[config.mk]
export PLATFORM = sky130hd
export DESIGN_NAME = video_pixel_packer
export DESIGN_NICKNAME = d
export VERILOG_FILES = /design/src/rtl/video_pixel_packer_pkg.sv /design/src/rtl/video_sample_strobe.sv /design/src/rtl/video_pixel_packer.sv
export SDC_FILE = /design/constraint.sdc
export NUM_CORES = 1
export LEC_CHECK = 0
export BUFFER_PORTS_ARGS = -buffer_cell sky130_fd_sc_hd__buf_4
export CAP_MARGIN = 20
export CORE_ASPECT_RATIO = 1.1
export CORE_MARGIN = 5
export CORE_UTILIZATION = 50
export DETAILED_ROUTE_END_ITERATION = 10
export MAX_ROUTING_LAYER = met4
export PLACE_DENSITY = 0.84
export SKIP_CTS_REPAIR_TIMING = 1
export SYNTH_ARGS = -nofsm -noshare
export SYNTH_HDL_FRONTEND = slang
export SYNTH_HIERARCHICAL = 1
export SYNTH_SLANG_ARGS = --single-unit
[constraint.sdc]
create_clock -name clk -period 3.7 [get_ports clk]
set_input_delay 0.74 -clock clk [delete_from_list [all_inputs] [get_ports clk]]
set_output_delay 0.74 -clock clk [all_outputs]
set_load 0.01 [all_outputs]
[src/rtl/video_pixel_packer_pkg.sv]
// Shared constants for the video pixel path (shift register and packer).
package video_pixel_packer_pkg;
  localparam int PIXEL_WIDTH     = 2;
  localparam int BYTE_WIDTH      = 8;
  localparam int PIXELS_PER_BYTE = BYTE_WIDTH / PIXEL_WIDTH;

  function automatic int count_width(input int ppb);
    return (ppb > 1) ? $clog2(ppb) : 1;
  endfunction

  localparam int COUNT_WIDTH = count_width(PIXELS_PER_BYTE);
endpackage

[src/rtl/video_sample_strobe.sv]
// Pixel-rate strobe: every clk, or every second clk when div2 is set.
module video_sample_strobe (
  input  logic clk,
  input  logic reset,
  input  logic div2,
  output logic strobe
);
  logic phase;

  // phase free-runs so a div2 change never realigns the strobe
  always_ff @(posedge clk or posedge reset) begin
    if (reset) phase <= 1'b0;
    else       phase <= ~phase;
  end

  assign strobe = ~div2 | phase;
endmodule

[src/rtl/video_pixel_packer.sv]
// Packs MSB-first pixel codes into bytes; first pixel lands in the top bits.
module video_pixel_packer
  import video_pixel_packer_pkg::*;
#(
  parameter int PIXEL_WIDTH = video_pixel_packer_pkg::PIXEL_WIDTH,
  parameter int BYTE_WIDTH  = video_pixel_packer_pkg::BYTE_WIDTH
) (
  input  logic                   clk,
  input  logic                   reset,
  input  logic                   div2,
  input  logic                   lineStart,
  input  logic                   pixelValid,
  input  logic [PIXEL_WIDTH-1:0] pixelData,
  input  logic                   dataReady,
  output logic [BYTE_WIDTH-1:0]  data,
  output logic                   dataValid,
  output logic                   overflow,
  input  logic                   overflowClear
);
  localparam int PPB = BYTE_WIDTH / PIXEL_WIDTH;
  localparam int CW  = count_width(PPB);
  localparam int AW  = BYTE_WIDTH - PIXEL_WIDTH;
  localparam logic [CW-1:0] LAST = CW'(PPB - 1);

  logic                  strobe, sample, last, complete, load;
  logic [CW-1:0]         count_q, count_d;
  logic [AW-1:0]         acc_q, acc_d;
  logic [BYTE_WIDTH-1:0] shifted;

  video_sample_strobe u_strobe (
    .clk    (clk),
    .reset  (reset),
    .div2   (div2),
    .strobe (strobe)
  );

  // Only the low AW bits of the accumulator are ever visible in a byte.
  assign sample   = strobe & pixelValid;
  assign shifted  = {acc_q, pixelData};
  assign last     = (count_q == LAST);
  assign complete = sample & last & ~lineStart;
  assign load     = complete & (~dataValid | dataReady);

  always_comb begin
    acc_d   = acc_q;
    count_d = count_q;
    if (lineStart) begin
      acc_d   = '0;
      count_d = '0;
      if (sample) begin
        acc_d   = AW'(pixelData);
        count_d = CW'(1);
      end
    end else if (sample) begin
      acc_d   = shifted[AW-1:0];
      count_d = last ? '0 : count_q + CW'(1);
    end
  end

  always_ff @(posedge clk or posedge reset) begin
    if (reset) begin
      acc_q   <= '0;
      count_q <= '0;
    end else begin
      acc_q   <= acc_d;
      count_q <= count_d;
    end
  end

  // A byte that completes while the held byte is still unaccepted is dropped.
  always_ff @(posedge clk or posedge reset) begin
    if (reset) begin
      data      <= '0;
      dataValid <= 1'b0;
      overflow  <= 1'b0;
    end else begin
      if (load) begin
        data      <= shifted;
        dataValid <= 1'b1;
      end else if (dataValid && dataReady) begin
        dataValid <= 1'b0;
      end
      if (complete && dataValid && !dataReady) overflow <= 1'b1;
      else if (overflowClear)                  overflow <= 1'b0;
    end
  end
endmodule
# ---- After elaboration in Yosys (flattened, before gate mapping)
# Cells that the tools add are included.
dict set report classes {
  n_addsub 1
  multipliers 0
  div_mod_pow 0
  order_cmp 0
  n_eq_ne 1
  shifts 0
  n_mux 11
  bitwise_logic 10
  n_reduce_logical 7
}
# cell count
set op_table {}
lappend op_table {{2-to-1 mux 6 bit} 2}
lappend op_table {{2-to-1 mux 2 bit} 4}
lappend op_table {{nonzero test 2 bit} 3}
lappend op_table {{2-to-1 mux 1 bit} 5}
lappend op_table {{bitwise AND 1 bit} 4}
lappend op_table {{inverter 1 bit} 4}
lappend op_table {{logical AND 1 bit} 3}
lappend op_table {{adder 2 x 1 -> 2 bit (second input constant)} 1}
lappend op_table {{== test 2 bit (second input constant)} 1}
lappend op_table {{OR 1 bit} 2}
lappend op_table {{logical NOT 1 bit} 1}
dict set report word_totals {
  register_bits 19
  latch_bits 0
  mem_bits_rw 0
  romBits 0
  elab_cells 36
  mem_count 0
}

# ---- Logic depth before layout (Yosys ltp)
dict set report depth {
  depth_word 8
  ltp_mapped 5
  depth_no_buf 4
}

# ---- By module
# Netlist, hierarchy kept.
# mod n_inst cells_per_inst area_each_um2 seq_area_each_um2
set modules_own_cells {}
lappend modules_own_cells {video_pixel_packer 1 64 758.2 450.4}
lappend modules_own_cells {video_sample_strobe 1 4 38.8 25.0}

# ---- Least setup slack after synthesis
# OpenSTA, ideal clock, no wires.
dict set report synth_path {
  kind {input to register}
  start {input port lineStart}
  end {register data[0]}
  t_arrival_ns 1.587
  path_slack_ns 1.988
  stages 5
  path_buffers 2
  cell_sequence {buf_6 nand4b_4 nor2b_2 buf_6 mux2_2}
}
dict set report synth_via {
  elab_chain_cells 3
}
# item line_no
set synth_rtl {}
lappend synth_rtl {{start, declared} video_pixel_packer.sv:11} ;# input logic lineStart,
lappend synth_rtl {{inverter 1 bit} video_pixel_packer.sv:41} ;# assign complete = sample & last & ~lineStart;
lappend synth_rtl {{bitwise AND 1 bit} video_pixel_packer.sv:41}
lappend synth_rtl {{bitwise AND 1 bit} video_pixel_packer.sv:42} ;# assign load = complete & (~dataValid | dataReady);
lappend synth_rtl {{end signal, assigned} video_pixel_packer.sv:78} ;# data <= shifted;
lappend synth_rtl {{end, declared} video_pixel_packer.sv:15} ;# output logic [BYTE_WIDTH-1:0] data,
# No other way between the ends.
# A chain may end at the register's enable or synchronous reset.

# ---- Worst setup path after layout
dict set report layout_path {
  start {input port div2}
  end {register data[1]}
}
dict set report layout_via {
  elab_chain_cells 6
}
# item line_no
set layout_rtl {}
lappend layout_rtl {{start, declared} video_pixel_packer.sv:10} ;# input logic div2,
lappend layout_rtl {{inverter 1 bit} video_sample_strobe.sv:16} ;# assign strobe = ~div2 | phase;
lappend layout_rtl {{OR 1 bit} video_sample_strobe.sv:16}
lappend layout_rtl {{named net strobe} video_pixel_packer.sv:25} ;# logic strobe, sample, last, complete, load;
lappend layout_rtl {{bitwise AND 1 bit} video_pixel_packer.sv:38} ;# assign sample = strobe & pixelValid;
lappend layout_rtl {{bitwise AND 1 bit (2 in a row)} video_pixel_packer.sv:41}
lappend layout_rtl {{bitwise AND 1 bit} video_pixel_packer.sv:42}
# The timed path passes the listed nets, and every way through them passes these cells.

==> metrics.txt <==
# TYPE chip_impl_metric gauge
chip_impl_metric{name="postSynthCellCount",unit=""} 68
chip_impl_metric{name="synth_fp_nets",unit=""} 78
chip_impl_metric{name="portBuffers",unit=""} 18
chip_impl_metric{name="power_density_over_the_cells",unit="nW/um^2"} 397
chip_impl_metric{name="first_pass_grt_wire_length",unit="um"} 2350
chip_impl_metric{name="drive_above_1_share",unit=""} 0.368
chip_impl_info{name="worstSetupPathType",value="input port to flop"} 1
chip_impl_metric{name="numClockSinks",unit=""} 19
chip_impl_metric{name="grt_usage",unit=""} 0.141
chip_impl_metric{name="slew_viol_final",unit=""} 0
chip_impl_metric{name="insertedDiodeCount",unit=""} 0
chip_impl_metric{name="post-synth-top-area-fraction",unit=""} 0.597
chip_impl_info{name="cts_root_buffer",value="sky130_fd_sc_hd__clkbuf_4"} 1
chip_impl_metric{name="final_cells",unit=""} 104
chip_impl_metric{name="netlist-cell-type-count",unit=""} 16
chip_impl_info{name="critical_path.endpoint_type",value="flop"} 1
chip_impl_metric{name="layout.nets",unit=""} 98
chip_impl_info{name="synth.largest_area_cell",value="sky130_fd_sc_hd__dfrtp_1"} 1
chip_impl_metric{name="dp.final_hpwl",unit="um"} 1030
chip_impl_metric{name="slew_at_the_pin_with_the_worst_max_slew_slack",unit="ns"} 0.646
chip_impl_metric{name="final_ant_viol_nets",unit=""} 0
chip_impl_metric{name="clockBufferDepth",unit=""} 2
chip_impl_metric{name="crit_fanout",unit=""} 8
chip_impl_metric{name="syn_area_per_cell",unit="um^2"} 11.7
chip_impl_metric{name="cellLeakagePower",unit="nW"} 0.503
chip_impl_metric{name="cts-buffers-inserted",unit=""} 3
chip_impl_info{name="outcome",value="finished clean"} 1
chip_impl_info{name="critical_path.slowest_cell",value="sky130_fd_sc_hd__mux2_2"} 1
chip_impl_metric{name="cts_max_level",unit=""} 1
chip_impl_info{name="critical_path.cell_chain",value="buf_4 -> nand2b_1 -> nand4b_4 -> nor2b_2 -> mux2_2"} 1
chip_impl_metric{name="setup_viol",unit=""} 0
chip_impl_metric{name="die_area",unit="um^2"} 2490
chip_impl_metric{name="postSynthRegisterBits",unit=""} 19
chip_impl_metric{name="setup_total_negative_slack",unit="ns"} 0
chip_impl_info{name="grt_setup_unrepaired",value="no"} 1
chip_impl_metric{name="syn2layout_area_growth",unit="%"} 19.8
chip_impl_metric{name="worst_ir_drop_vdd",unit="V"} 0.000288
chip_impl_metric{name="timing.clock.skew",unit="ns"} 0.0113
chip_impl_metric{name="antenna_found_initial",unit=""} 0
chip_impl_metric{name="timing.max_cap.violations",unit=""} 0
chip_impl_metric{name="post_drt_via_cell_ratio",unit=""} 5.23
chip_impl_metric{name="postRouteWirelength",unit="um"} 1360
chip_impl_metric{name="post-route-drc-count",unit=""} 0
chip_impl_metric{name="floorplan.initialDensity",unit=""} 0.518
chip_impl_metric{name="routabilityCongestion",unit=""} 0.732
chip_impl_metric{name="first_pass_iteration_count_of_the_detailed_router",unit=""} 4
chip_impl_metric{name="synth_warnings",unit=""} 6
chip_impl_metric{name="summed_instance_area_of_the_synthesized_netlist",unit="um^2"} 797
chip_impl_metric{name="cp_data_arrival_time",unit="ns"} 1.86
chip_impl_info{name="tritoncts",value="yes"} 1
chip_impl_metric{name="cts.clk_slew.worst_paths",unit="ns"} 0.10
chip_impl_metric{name="achievable_frequency",unit="GHz"} 0.595
chip_impl_metric{name="core_area",unit="um^2"} 1540
chip_impl_metric{name="die_h",unit="um"} 51.9
chip_impl_metric{name="avgRoutedWirePerCell",unit="um"} 13.1
chip_impl_metric{name="via_count_of_the_first_global_routing_pass",unit=""} 539
chip_impl_info{name="synth_top_cells_by_area",value="sky130_fd_sc_hd__dfrtp_1, sky130_fd_sc_hd__mux2_2, sky130_fd_sc_hd__nand2_1, sky130_fd_sc_hd__a21oi_1, sky130_fd_sc_hd__nand4b_4"} 1
chip_impl_metric{name="dr.first_iter.drc_count",unit=""} 12
chip_impl_metric{name="gr-total-overflow",unit=""} 0
chip_impl_metric{name="number_of_placed_cells_counting_well_taps",unit=""} 100
chip_impl_metric{name="clock_latency",unit="ns"} 0.30
chip_impl_info{name="setup.worst_path.start_class",value="input port"} 1
chip_impl_metric{name="dieWidth",unit="um"} 48.1
chip_impl_metric{name="synth-seq-area-share",unit=""} 0.597
chip_impl_metric{name="placementRows",unit=""} 15
chip_impl_metric{name="grt_max_degree",unit=""} 19
chip_impl_metric{name="io_pins",unit=""} 19
chip_impl_metric{name="period_share",unit=""} 0.454
chip_impl_metric{name="required",unit="ns"} 3.88
chip_impl_metric{name="via_count",unit=""} 544
chip_impl_metric{name="final.min_clock_period",unit="ns"} 1.68
chip_impl_metric{name="slowest_delay",unit="ns"} 0.38
chip_impl_metric{name="maxSlewHeadroom",unit=""} 0.569
chip_impl_info{name="worst_hold_path_type",value="input port to asynchronous set/reset pin"} 1
chip_impl_metric{name="finalHoldViolations",unit=""} 0
state kept, by name, summed over array words and instances (netlist names):
signal and count:
u_strobe/phase 1, count_q 2, dataValid 1, data 8, acc_q 6, overflow 1
path summary, 6_finish.rpt:
check,from,end,slack (ns),cells after the start
worst max-delay path,div2,data[1],2.02,5
worst min-delay path,reset,u_strobe/phase,0.28,2
worst max register to register,count_q[0],data[1],2.11,4
worst min register to register,u_strobe/phase,u_strobe/phase,0.42,1
max in group asynchronous,reset,data[3],2.75,2
min in group clk,u_strobe/phase,u_strobe/phase,0.42,1
logic make-up after synthesis:
logic type | count (synthesis) | share of synthesized area
buffers and inverters | 7 | 0.0518
muxes | 8 | 0.113
AOI/OAI and AO/OA | 7 | 0.0455
and+or+nand+nor | 26 | 0.177
DFF | 19 | 0.597
adders and majority gates | 1 | 0.0157
layout make-up:
| cell class | count | area [um^2] |
|---|---|---|
| fillers | 134 | 584 |
| flip-flops and latches | 19 | 475 |
| multi-input cells | 42 | 280 |
| repair buffers | 18 | 135 |
| clock buffers | 3 | 22.5 |
| well taps | 17 | 21.3 |
| inverters | 4 | 15.0 |
| clock inverters | 1 | 5.00 |
where the power goes:
group | internal (W) | switching (W)
Clock | 0.0000402 | 0.0000637
Combinational | 0.0000258 | 0.0000225
Sequential | 0.000220 | 0.00000703
metal layers:
metal | up-vias | routed length (um) | GRT usage | share of wire
met3 | 2 | 58 | 0.0208 | 0.043
met1 | 262 | 578 | 0.165 | 0.42
met2 | 18 | 699 | 0.218 | 0.51
li1 | 262 | - | - | -
met4 | 0 | 27 | 0.0942 | 0.020
met5 | - | 0 | - | 0
Yosys cell counts:
cell type,number
sky130_fd_sc_hd__buf_6,2
sky130_fd_sc_hd__ha_1,1
sky130_fd_sc_hd__nand3b_1,3
sky130_fd_sc_hd__a21oi_1,5
sky130_fd_sc_hd__nor2_1,1
sky130_fd_sc_hd__nand2_1,17
sky130_fd_sc_hd__and2_1,1
sky130_fd_sc_hd__nor2b_2,1
sky130_fd_sc_hd__inv_1,4
sky130_fd_sc_hd__nand4b_4,1
sky130_fd_sc_hd__clkbuf_1,1
sky130_fd_sc_hd__nand2b_1,2
sky130_fd_sc_hd__o21ai_0,1
sky130_fd_sc_hd__mux2_2,8
sky130_fd_sc_hd__dfrtp_1,19
sky130_fd_sc_hd__o22ai_1,1
stage by stage:
step           area (um^2)  worst slack (ns)  total power, W  hold WS, ns  utilization
2_1_floorplan          797              1.99        0.000257        0.386            -
4_1_cts                955              1.98        0.000381        0.271        0.620
3_3_place_gp           927              1.71        0.000278        0.399        0.602
5_1_grt                955              1.92        0.000396        0.271        0.620
6_report               955              2.02        0.000379        0.281        0.620
3_5_place_dp           927              1.67        0.000280        0.401        0.602
critical path, delay by kind of cell:
kind,cells,cell delay [ns]
buf+inv,1,0.11
mux,1,0.38
simple gates,3,0.64
cell usage in the layout, fill, tap and decap left out:
cell type                  synthesis  final
sky130_fd_sc_hd__clkinv_2          0      1
sky130_fd_sc_hd__mux2_2            8      8
sky130_fd_sc_hd__o22ai_1           1      1
sky130_fd_sc_hd__nor2b_2           1      1
sky130_fd_sc_hd__nand3b_1          3      3
sky130_fd_sc_hd__a21oi_1           5      5
sky130_fd_sc_hd__buf_4             0     18
sky130_fd_sc_hd__o21ai_0           1      1
sky130_fd_sc_hd__clkbuf_4          0      3
sky130_fd_sc_hd__nand2_1          17     17
sky130_fd_sc_hd__nor2_1            1      1
sky130_fd_sc_hd__nand4b_4          1      1
sky130_fd_sc_hd__ha_1              1      1
sky130_fd_sc_hd__and2_1            1      1
sky130_fd_sc_hd__inv_1             4      4
sky130_fd_sc_hd__nand2b_1          2      2
sky130_fd_sc_hd__dfrtp_1          19     19
(Power assumes the default switching activity.)
